--- config.mk ---
export PLATFORM = sky130hd
export DESIGN_NAME = alu_result_fifo
export DESIGN_NICKNAME = d
export VERILOG_FILES = /design/src/rtl/alu_result_fifo.sv
export SDC_FILE = /design/constraint.sdc
export NUM_CORES = 1
export LEC_CHECK = 0
export ABC_AREA = 0
export CORE_ASPECT_RATIO = 1.5
export CORE_MARGIN = 10
export CORE_UTILIZATION = 50
export CTS_CLUSTER_SIZE = 10
export DETAILED_ROUTE_END_ITERATION = 16
export PLACE_DENSITY = 0.8
export SYNTH_ARGS = -nofsm -noshare
export SYNTH_HDL_FRONTEND = slang
export SYNTH_SLANG_ARGS = --single-unit
--- constraint.sdc ---
create_clock -name clk -period 2.6 [get_ports clk]
set_input_delay 0.26 -clock clk [delete_from_list [all_inputs] [get_ports clk]]
set_output_delay 0.26 -clock clk [all_outputs]
set_load 0.01 [all_outputs]
--- src/rtl/alu_result_fifo.sv ---
// Ordered DEPTH-entry buffer for {result, zero, opcode} between the ALU and its consumer.
// Optional pop statistics are enabled by defining ALU_RESULT_STATS_EN.
module alu_result_fifo #(
  parameter int DATA_W = 8,
  parameter int DEPTH  = 4,
  parameter int CNT_W  = 16
) (
  input  logic                     clk,
  input  logic                     rst,
  input  logic                     in_valid,
  output logic                     in_ready,
  input  logic [DATA_W-1:0]        in_result,
  input  logic                     in_zero,
  input  logic [1:0]               in_opcode,
  output logic                     out_valid,
  input  logic                     out_ready,
  output logic [DATA_W-1:0]        out_result,
  output logic                     out_zero,
  output logic [1:0]               out_opcode,
`ifdef ALU_RESULT_STATS_EN
  input  logic                     stat_clr,
  output logic [CNT_W-1:0]         stat_total,
  output logic [CNT_W-1:0]         stat_zero,
`endif
  output logic [$clog2(DEPTH):0]   level
);

  localparam int PTR_W = $clog2(DEPTH);
  localparam int LVL_W = PTR_W + 1;
  localparam int ENT_W = DATA_W + 3;

  // Elaboration-time parameter sanity checks.
  if (DEPTH < 2 || (DEPTH & (DEPTH - 1)) != 0) begin : g_bad_depth
    $error("alu_result_fifo: DEPTH must be a power of two >= 2");
  end
  if (CNT_W < 1) begin : g_bad_cnt_w
    $error("alu_result_fifo: CNT_W must be >= 1");
  end

  // One word per entry keeps the three fields of an entry together.
  logic [ENT_W-1:0] mem [DEPTH];

  logic [PTR_W-1:0] rd_ptr_reg, rd_ptr_next;
  logic [PTR_W-1:0] wr_ptr_reg, wr_ptr_next;
  logic [LVL_W-1:0] level_reg, level_next;

  logic             full;
  logic             empty;
  logic             push;
  logic             pop;
  logic [ENT_W-1:0] head;

  assign full  = (level_reg == LVL_W'(DEPTH));
  assign empty = (level_reg == '0);

  // in_ready depends only on registered state and is held low while in reset.
  assign in_ready  = ~rst & ~full;
  assign out_valid = ~empty;

  assign push = in_valid & in_ready;
  assign pop  = out_valid & out_ready;

  assign head = mem[rd_ptr_reg];
  assign {out_result, out_zero, out_opcode} = out_valid ? head : '0;
  assign level = level_reg;

  // Storage is deliberately not reset.
  always_ff @(posedge clk) begin
    if (push) begin
      mem[wr_ptr_reg] <= {in_result, in_zero, in_opcode};
    end
  end

  always_comb begin
    rd_ptr_next = rd_ptr_reg;
    wr_ptr_next = wr_ptr_reg;
    level_next  = level_reg;
    if (push) begin
      wr_ptr_next = wr_ptr_reg + PTR_W'(1);
    end
    if (pop) begin
      rd_ptr_next = rd_ptr_reg + PTR_W'(1);
    end
    unique case ({push, pop})
      2'b10:   level_next = level_reg + LVL_W'(1);
      2'b01:   level_next = level_reg - LVL_W'(1);
      default: level_next = level_reg;
    endcase
  end

  always_ff @(posedge clk or posedge rst) begin
    if (rst) begin
      rd_ptr_reg <= '0;
      wr_ptr_reg <= '0;
      level_reg  <= '0;
    end else begin
      rd_ptr_reg <= rd_ptr_next;
      wr_ptr_reg <= wr_ptr_next;
      level_reg  <= level_next;
    end
  end

`ifdef ALU_RESULT_STATS_EN
  logic [CNT_W-1:0] total_reg, total_next;
  logic [CNT_W-1:0] zero_reg, zero_next;

  // Saturating pop counters; a clear overrides any same-cycle pop.
  always_comb begin
    total_next = total_reg;
    zero_next  = zero_reg;
    if (stat_clr) begin
      total_next = '0;
      zero_next  = '0;
    end else if (pop) begin
      if (total_reg != '1) begin
        total_next = total_reg + CNT_W'(1);
      end
      if (out_zero && zero_reg != '1) begin
        zero_next = zero_reg + CNT_W'(1);
      end
    end
  end

  always_ff @(posedge clk or posedge rst) begin
    if (rst) begin
      total_reg <= '0;
      zero_reg  <= '0;
    end else begin
      total_reg <= total_next;
      zero_reg  <= zero_next;
    end
  end

  assign stat_total = total_reg;
  assign stat_zero  = zero_reg;
`endif

endmodule

=== Word-level counts from Yosys, hierarchy flattened ===
Memory sizes are Yosys's and may differ from the RTL's.
Index checks and enable logic that the tools add are counted.

* Bits in writable memories: 44
* Output and inout port bits: 16
* Memories: 1
* Logic and storage cells: 23
* Input port bits: 15
* Register bits: 7

{| class="wikitable"
|+ Memories
! memory !! words !! bits a word !! rd ports !! clocked after Yosys merged registers in !! write ports !! RTL line !! RTL
|-
| mem || 4 || 11 || 1 || 0 || 1 || 41 || <nowiki>logic [ENT_W-1:0] mem [DEPTH];</nowiki>
|}

* $add $sub $neg: 4
* Reductions and logical operators: 2
* Equality and inequality tests: 3
* Muxes and demuxes: 4
* Bitwise logic cells: 6

{| class="wikitable"
|+ Operators by type and width
! kind !! number
|-
| $mux W11 || 1
|-
| $pmux W3 S2 || 1
|-
| $add A2 B1 Y2 const B || 2
|-
| $add A3 B1 Y3 const B || 1
|-
| $and A1 B1 Y1 || 3
|-
| $eq A3 B3 Y1 const B || 1
|-
| $logic_not A3 Y1 || 1
|-
| $not A1 Y1 || 3
|-
| $sub A3 B1 Y3 const B || 1
|-
| $eq A2 B1 Y1 const B || 1
|-
| $eq A2 B2 Y1 const B || 1
|-
| $mux W1 || 2
|-
| $reduce_bool A2 Y1 || 1
|}

=== Logic depth before layout (Yosys ltp) ===
Gate-level depths: netlist of run 1.

* Word-level depth: 6
* Depth in mapped cells: 9
* Gate-level depth less buffers: 9

=== Worst setup path before layout of run 1 ===
No wires, ideal clock.

* Kind: reg2reg
* From: reg level_reg[0] (netlist: level[0])
* To: reg level_reg[2] (netlist: level[2])
* Data arrival time: 1.795 ns
* Required time: 2.471 ns
* Buffers on the path: 0
* Period minus slack after synthesis: 1.924 ns
* Stages on the path, launching flop included: 9
* Setup slack: 0.676 ns
* Library setup time: 0.129 ns
* Path through: dfrtp_1 -> or3_1 -> and2_1 -> ha_1 -> inv_1 -> fa_1 -> xor2_1 -> nor2_1 -> xor2_1

* Elaborated cells on any way between the ends: 13
* Those cells by class: 2 x add/sub; 3 x eq/ne; 1 x mux; 5 x bitwise; 2 x reduce/logical

{| class="wikitable"
|+ RTL lines
! what !! RTL line !! RTL
|-
| from (decl) || 45 || <nowiki>logic [LVL_W-1:0] level_reg, level_next;</nowiki>
|-
| from (signal assigned) || 99 || <nowiki>level_reg <= level_next;</nowiki>
|-
| $logic_not A3 Y1 (*) || 54 || <nowiki>assign empty = (level_reg == '0);</nowiki>
|-
| $not A1 Y1 (*) || 58 || <nowiki>assign out_valid = ~empty;</nowiki>
|-
| $and A1 B1 Y1 (*) || 61 || <nowiki>assign pop = out_valid & out_ready;</nowiki>
|-
| net pop || 50 || <nowiki>logic pop;</nowiki>
|-
| $eq A2 B1 Y1 or $eq A2 B2 Y1 (tied branches) || 84 || <nowiki>unique case ({push, pop})</nowiki>
|-
| $pmux W3 S2 or $reduce_bool A2 Y1 (tied branches) || -- ||
|}

Mark *: on every way through the listed nets, which the timed path passes. The rest lies on a longest branch.
A chain may end at the register's enable or synchronous reset.

=== Final worst setup path of run 1 ===
* From: reg rd_ptr_reg[0]
* To: out out_opcode[0]

* Word-level cells in the longest chain between the ends: 2

{| class="wikitable"
|+ RTL lines
! what !! RTL line !! RTL
|-
| from (decl) || 43 || <nowiki>logic [PTR_W-1:0] rd_ptr_reg, rd_ptr_next;</nowiki>
|-
| from (signal assigned) || 97 || <nowiki>rd_ptr_reg <= rd_ptr_next;</nowiki>
|-
| $mem_v2 Z4 W11 || -- ||
|-
| $mux W11 || 64 || <nowiki>assign {out_result, out_zero, out_opcode} = out_valid ? head : '0;</nowiki>
|-
| to (decl) || 19 || <nowiki>output logic [1:0] out_opcode,</nowiki>
|}

No other way between the ends.

==> flow_metrics.py, run 1 <==
metrics = {
    "status": {
        "run_status": "finished clean",
    },
    "worst_setup_path": {
        "end_kind": "primary output",
        "worstPathArrival_ps": 2160,
        "start_kind": "register",
        "crit_type": "reg2out",
        "crit_required_ps": 2340,
        "crit_fanout": 7,
    },
    "min_path": {
        "hp-class": "in2async",
    },
    "power": {
        "total_power_uw": 2720,
        "p_per_area_nw_per_um2": 1060,
        "p_leak_uw": 0.000911,
        "vdd_drop_max_mv": 0.755,
    },
    "synthesis": {
        "yosys.area_share.adder": 0.0394,
        "syn-num-nets": 130,
        "synth_cells": 109,
        "synth_area_leader_cell": "edfxtp_1",
        "syn_area_per_cell_um2": 19.2,
        "synth_top_area_share": 0.630,
        "ys_ff_latch": 51,
        "synthTopCellsByArea": "edfxtp_1 63%, mux4_2 8.6%, dfrtp_1 8.4%, and2_1 4.8%, mux4_1 3.8%",
        "synthSimpleGateAreaFrac": 0.0597,
        "seq_area_frac_synth": 0.714,
        "synth_compound_area_frac": 0.00656,
        "synthXorXnorAreaFrac": 0.0251,
        "ys_types": 21,
        "synth_mux_area_frac": 0.134,
        "ys_warn_count": 0,
        "synth_top_family_by_area": "multiplexers",
        "synth_area_um2": 2100,
    },
    "timing": {
        "max_freq_mhz": 413,
        "hold_ws_ps": 231,
        "rsz0062_at_grt": "no",
        "fin_crit_ps": 2420,
        "hold_violations": 0,
        "fin_tns_setup_ps": 0,
        "finalMaxSlewViolations": 0,
        "setup_viol": 0,
        "finClkSkew_ps": 7.43,
        "tightest_slew_ps": 648,
        "setup_slack_ps": 181,
        "slew_headroom": 0.568,
        "fin_crit_sh": 0.930,
    },
    "cells_and_area": {
        "final_layout_size_suffix_gt1_frac": 0.143,
        "n_antenna_cell": 0,
        "seq_area_um2": 1500,
        "largest_reg_flops": 44,
        "area_growth_pct": 22.5,
        "nFillCells": 282,
        "fin_util": 0.643,
        "layout.nets": 167,
        "multi_input_area_um2": 554,
    },
    "global_routing": {
        "antenna_found_initial": 0,
        "grt_pass1_vias": 1209,
        "gr-total-overflow": 0,
        "grt_pass1_wl_mm": 6.21,
        "grtUsageTotal": 0.114,
        "grt_max_degree": 17,
    },
    "drt": {
        "ant_nets": 0,
        "drt-initial-drc-count": 101,
        "routedWlPerCell_um": 19.5,
        "vias": 1075,
        "drt_drc_violations_left": 0,
        "dr.pass1.iters": 4,
        "vias_per_cell": 5.60,
        "wirelength_mm": 3.75,
    },
    "clock_tree": {
        "cts_root_buf": "clkbuf_8",
        "numCtsBuffers": 5,
        "clk_pin_slew_ps": 90,
        "clock_sinks": 51,
        "insertion_delay_ps": 300,
        "h-tree-depth": 2,
        "cts_tree": "done",
        "ctsHoldBuffers": 0,
        "cts.path.max_buffers": 2,
    },
    "die": {
        "die_h_um": 99.3,
        "die_x_um": 72.9,
        "core_um2": 3990,
        "row_count": 28,
        "initial_core_util": 0.525,
        "io_pins": 31,
        "dieArea_um2": 7240,
    },
    "placed_design": {
        "gp_congestion": 0.710,
        "post-place-ws_ps": 388,
        "hpwl_mm": 2.66,
        "port-buffer-count": 30,
    },
    "job": {
        "drv_cap": 0,
    },
}
==> worst max-delay path, stage by stage (launching register included) <==
cell and delay (ps):
dfrtp_2 480, buf_4 190, mux4_1 540, and2_1 170
clkdlybuf4s50_1 480
==> area by class of cell <==
class	count	share of cell area
Tap cell	45	0.0219
Timing Repair Buffer	33	0.126
Clock inverter	3	0.0166
Multi-Input combinational cell	48	0.216
Clock buffer	5	0.0268
Inverter	7	0.0102
Sequential cell	51	0.583
==> logic make-up (layout without fill, tap and decap cells) <==
group,Yosys count,count (layout)
AOI/OAI and AO/OA,2,2
muxes,13,13
xor gates and xnor gates,6,6
buffers and inverters,10,48
adders and majority gates,6,6
DFF,51,51
and+or+nand+nor,21,21
==> synth_stat cells <==
| cell | instances |
|---|---|
| a21oi_1 | 1 |
| a21oi_2 | 1 |
| and2_1 | 16 |
| buf_2 | 1 |
| buf_6 | 1 |
| clkbuf_1 | 1 |
| dfrtp_1 | 7 |
| edfxtp_1 | 44 |
| fa_1 | 1 |
| ha_1 | 5 |
| inv_1 | 7 |
| mux2_2 | 1 |
| mux2i_1 | 1 |
| mux4_1 | 3 |
| mux4_2 | 8 |
| nand2b_1 | 1 |
| nand3_1 | 1 |
| nor2_1 | 2 |
| or3_1 | 1 |
| xnor2_1 | 3 |
| xor2_1 | 3 |
==> metal layers <==
layer / part of all wire / GRT usage / vias up
li1: - / - / 485
met1: 0.37 / 0.113 / 556
met2: 0.55 / 0.198 / 28
met3: 0.069 / 0.0468 / 6
met4: 0.011 / 0.0528 / 0
met5: 0 / 0 / -
==> what timing repair did <==
action	4_1_cts	5_1_grt
endpoints found under the setup margin	0	2
setup buffers	0	0
resized for setup	0	1
==> path summary, 6_finish.rpt <==
path | start | endpoint | cells past startpoint | slack (ps)
worst max-delay path | rd_ptr_reg[0] | out_opcode[0] | 4 | 180
worst min-delay path | rst | level[0] | 2 | 230
worst max register to register | level[0] | level[2] | 8 | 590
worst min register to register | level[2] | level[2] | 1 | 560
max in group asynchronous | rst | rd_ptr_reg[0] | 2 | 2130
min in group clk | level[2] | level[2] | 1 | 560
==> power by group <==
| group | switching [µW] | total (µW) | internal, µW |
|---|---|---|---|
| sequential | 130 | 1160 | 1030 |
| combinational | 409 | 1030 | 618 |
| clock | 250 | 537 | 287 |
| total | 790 | 2720 | 1930 |
==> per-stage QoR <==
stage | cell area (µm²) | std cells
floorplan | 2100 | 109
global placement | 2460 | 184
detailed placement | 2460 | 184
CTS | 2570 | 192
global route | 2570 | 192
finish | 2570 | 192
==> layout by cell type (no fill, tap or decap) <==
| master | instances |
|---|---|
| mux2_2 | 1 |
| a21oi_1 | 1 |
| fa_1 | 1 |
| nor2_1 | 2 |
| a21oi_2 | 1 |
| inv_6 | 1 |
| nand2b_1 | 1 |
| ha_1 | 5 |
| or3_1 | 1 |
| dfrtp_1 | 6 |
| and2_1 | 16 |
| xnor2_1 | 3 |
| xor2_1 | 3 |
| inv_1 | 7 |
| buf_4 | 3 |
| bufinv_16 | 1 |
| clkinv_1 | 1 |
| clkdlybuf4s50_1 | 30 |
| mux2i_1 | 1 |
| clkbuf_8 | 5 |
| mux4_1 | 3 |
| dfrtp_2 | 1 |
| edfxtp_1 | 44 |
| nand3_1 | 1 |
| mux4_2 | 8 |
Note: power is estimated with default switching activity, not from simulation.
==> run 2: changes to the inputs <==
REMOVE_ABC_BUFFERS = 1   (was unset)
SLEW_MARGIN = 0   (was unset)
==> run 2 against run 1 <==
Net effect:
- combinational power barely moved
- critical endpoint unchanged
- critical path type unchanged
- cell area fell by 0.68%
- worst hold slack better by 21 ps
==> flow_metrics.py, run 2 (synthesized netlist as in run 1, its figures left out) <==
metrics = {
    "status": {
        "run_status": "finished clean",
    },
    "cells_and_area": {
        "layout_common_cells": "44 x edfxtp_1, 30 x clkdlybuf4s50_1, 16 x and2_1",
        "layout.nets": 166,
        "area_growth_pct": 21.7,
        "fin_cells": 190,
        "largest_reg_flops": 44,
        "layout_commonest_cell": "edfxtp_1",
        "final_layout_size_suffix_gt1_frac": 0.124,
        "n_antenna_cell": 0,
    },
    "worst_setup_path": {
        "ff2ff_setup_slack_ps": 660,
        "reg2reg_from": "level[0]",
        "start_kind": "register",
        "crit_type": "reg2out",
        "crit_required_ps": 2340,
        "worstPathArrival_ps": 2140,
        "end_kind": "primary output",
        "r2r-end": "level[2]",
        "crit_fanout": 11,
        "r2r_cells": 8,
    },
    "drt": {
        "drt_drc_violations_left": 0,
        "dr.pass1.iters": 2,
        "vias_per_cell": 5.38,
        "routedWlPerCell_um": 19.2,
        "ant_nets": 0,
        "vias": 1022,
        "wirelength_mm": 3.65,
        "drt-initial-drc-count": 52,
    },
    "global_routing": {
        "grt_pass1_wl_mm": 5.96,
        "antenna_found_initial": 0,
        "gr-total-overflow": 0,
        "grt_max_degree": 15,
        "grt_pass1_vias": 1150,
        "grtUsageTotal": 0.107,
    },
    "clock_tree": {
        "numCtsBuffers": 5,
        "cts.path.max_buffers": 2,
        "h-tree-depth": 2,
        "cts_tree": "done",
        "cts_root_buf": "clkbuf_8",
        "ctsHoldBuffers": 0,
        "cts_resized": 0,
        "clock_sinks": 51,
        "insertion_delay_ps": 290,
        "post-cts-setup-buffer-count": 0,
        "clk_pin_slew_ps": 80,
    },
    "timing": {
        "fin_crit_sh": 0.922,
        "finClkSkew_ps": 7.42,
        "rsz0062_at_grt": "no",
        "hold_violations": 0,
        "finalMaxSlewViolations": 0,
        "fin_crit_ps": 2400,
        "setup_viol": 0,
        "fin_tns_setup_ps": 0,
        "max_freq_mhz": 417,
        "tightest_slew_ps": 600,
        "slew_headroom": 0.600,
    },
    "placed_design": {
        "gp_congestion": 0.712,
        "port-buffer-count": 30,
        "dp.cells": 183,
    },
    "power": {
        "p_per_area_nw_per_um2": 1050,
        "vdd_drop_max_mv": 0.729,
        "p_leak_uw": 0.000902,
    },
    "die": {
        "io_pins": 31,
        "dieArea_um2": 7240,
        "core_um2": 3990,
        "die_x_um": 72.9,
        "initial_core_util": 0.525,
        "die_h_um": 99.3,
        "row_count": 28,
    },
    "job": {
        "drv_cap": 0,
    },
    "min_path": {
        "hp-class": "in2async",
    },
}
==> run 2: metal layers <==
| metal | up-vias | routed length, µm | part of all wire | GRT usage |
|---|---|---|---|---|
| li1 | 479 | - | - | - |
| met1 | 516 | 1450 | 0.40 | 0.112 |
| met2 | 21 | 2020 | 0.55 | 0.193 |
| met3 | 6 | 114 | 0.031 | 0.0269 |
| met4 | 0 | 59 | 0.016 | 0.0484 |
| met5 | - | 0 | 0 | 0 |
==> run 2: worst max path at each step <==
stage                     depth (start not counted)            end           from  slack (ps)
after floorplan                                   8       level[2]       level[0]         530
after global placement                           10       level[2]            rst         480
after detailed placement                         10       level[2]            rst         430
after CTS                                         4  out_result[2]  rd_ptr_reg[0]         170
after global routing                              4  out_opcode[1]  rd_ptr_reg[0]          90
final                                             4  out_opcode[0]  rd_ptr_reg[0]         200
==> run 2: where the power goes <==
part | total (µW) | switching [µW] | internal (µW)
clock network | 511 | 229 | 282
registers | 1130 | 107 | 1030
logic | 1030 | 424 | 606
total | 2680 | 760 | 1920
==> run 2: through the flow <==
stage | cell area, µm² | setup WS (ps) | utilization | hold slack, ps | power, µW
floorplan | 2080 | 528 | - | 63.4 | 1710
global placement | 2450 | 484 | 0.613 | 477 | 2170
detailed placement | 2450 | 426 | 0.613 | 485 | 2210
CTS | 2550 | 173 | 0.639 | 254 | 2720
global route | 2550 | 90.4 | 0.639 | 281 | 2830
finish | 2550 | 202 | 0.639 | 252 | 2680
==> run 2: worst max-delay path, cell delays in order, from the launching register on <==
cell and delay [ps]:
dfrtp_1 390, buf_4 260, mux4_1 570, and2_1 160
clkdlybuf4s50_1 470
==> run 2: final cells by class <==
| type | instances | area (µm²) |
|---|---|---|
| clock buffers | 6 | 72.6 |
| clock inverters | 1 | 30.0 |
| fillers | 298 | 1440 |
| inverters | 7 | 26.3 |
| multi-input cells | 48 | 554 |
| flip-flops and latches | 51 | 1500 |
| well taps | 45 | 56.3 |
| repair buffers | 32 | 315 |
==> variant: new RTL, config.mk and constraints of run 1 <==
Set the parameter `DEPTH` to 2 (it was 4).
--- a/src/rtl/alu_result_fifo.sv
+++ b/src/rtl/alu_result_fifo.sv
@@ -2,7 +2,7 @@
 // Optional pop statistics are enabled by defining ALU_RESULT_STATS_EN.
 module alu_result_fifo #(
   parameter int DATA_W = 8,
-  parameter int DEPTH  = 4,
+  parameter int DEPTH  = 2,
   parameter int CNT_W  = 16
 ) (
   input  logic                     clk,
Ports: changed (resized level); port bits go from 31 to 30. No check against the original RTL was run, so the function may have changed too.
==> variant against run 1 <==
Routed wire length is 52% lower. Utilization is 4.6 points higher. Non-clock buffer count is 2 lower. Critical endpoint is now out_opcode[1]. Setup slack better by 0.26 ns. Total power is 50% lower. Highest routed layer unchanged. Register-to-register slack better by 0.50 ns. Maximum frequency is 12% higher. Final area is 46% lower. Sequential cell count is 25 lower. Synthesized area is 50% lower.
==> variant: results <==
group,metric,value,unit
clock_network,htree_levels,1,
power,p_seq_share,45.0,%
synth,yosysSeqAreaShare,72.90,%
power,leakage,0.5282,nW
clock_network,cts_buffers,3,
critical_path,slowest_stage,"dfrtp_1",
power,clockPowerShare,11.1,%
global_route,grt_use_met1,7.214,%
synth,synth_cells,67,
global_route,grt_start_max_net_pins,14,
synth,yosys-top-cells-area,"edfxtp_1 63%, mux2i_1 11%, dfrtp_1 9.6%",
global_route,track_usage,7.988,%
finish,layout.nonclk_buf_share,22.12,%
drt,viasPerCell,4.917,
finish,multi_input_cells,37,
finish,buffers,31,
power,power.switching,0.4291,mW
synth,synthMuxAreaShare,10.55,%
critical_path,reg2reg_setup_slack,1.09,ns
placed_design,dp_hpwl,1420,um
synth,async_flop_share,15.38,%
critical_path,worstPathArrival,1.89,ns
synth,synth_compound_area_share,0,%
finish,n_sequential_cell,26,
drt,dr_wl_met2,971,um
finish,regArea,760.7,um^2
critical_path,rr_worst_depth,6,
finish,largest_register_ffs,22,
drt,vias,595,
drt,dr.pass1.iters,2,
drt,wl_per_cell,14.76,um
synth,yosys-top-cells-count,"22 x edfxtp_1, 14 x nor2_1, 11 x mux2i_1",
critical_path,critPathMaxFanout,12,
finish,final-clk-cell-share,1.632,%
synth,synth_edf_count,22,
drt,dr.first_iter.drc_count,5,
finish,multi_input_area_share,18.59,%
sta,fin_skew,0.003807,ns
drt,wl_met1,640,um
finish,num-fill-cells,156,
synth,yosysUniqueCellTypes,16,
clock_network,path_clk_slew,0.12,ns
synth,synth_fa_ha_area_share,1.199,%
placed_design,place_inst,118,
finish,drive_above_1_share,6.061,%
global_route,use_met2,15.03,%
global_route,grt_util_met3,3.667,%
global_route,grt_pass1_vias,615,
outcome,outcome,"complete, no violations",
clock_network,cts_root_buf,"clkbuf_4",
critical_path,cpPeakStageDelay,0.76,ns
synth,synthXorXnorAreaFrac,4.197,%
[variant: cell types whose count changed after synthesis, moves of 4 or more]
cell	change
mux4_2	-8
edfxtp_1	-22
ha_1	-4
mux2i_1	+10
and2_1	-15
nor2_1	+12
inv_1	-5
[variant: final timing paths]
kind	startpoint	endpoint
hold / removal	rst	wr_ptr_reg
min in group clk	wr_ptr_reg	wr_ptr_reg
hold reg to reg	wr_ptr_reg	wr_ptr_reg
setup reg to reg	level[0]	level[1]
setup / recovery	rd_ptr_reg	out_opcode[1]
max in group asynchronous	rst	level[0]
[variant: through the flow]
step	util, %	hold WS, ns	power, mW	worst slack (ns)	cell area (um^2)
finish	68.94	0.1596	1.369	0.4452	1380
global route	68.94	0.1516	1.473	0.2941	1380
CTS	68.94	0.1673	1.395	0.4059	1380
detailed placement	67.81	0.4866	1.245	0.7487	1358
global placement	67.81	0.4769	1.227	0.7896	1358
floorplan	-	0.03119	0.9331	1.032	1044
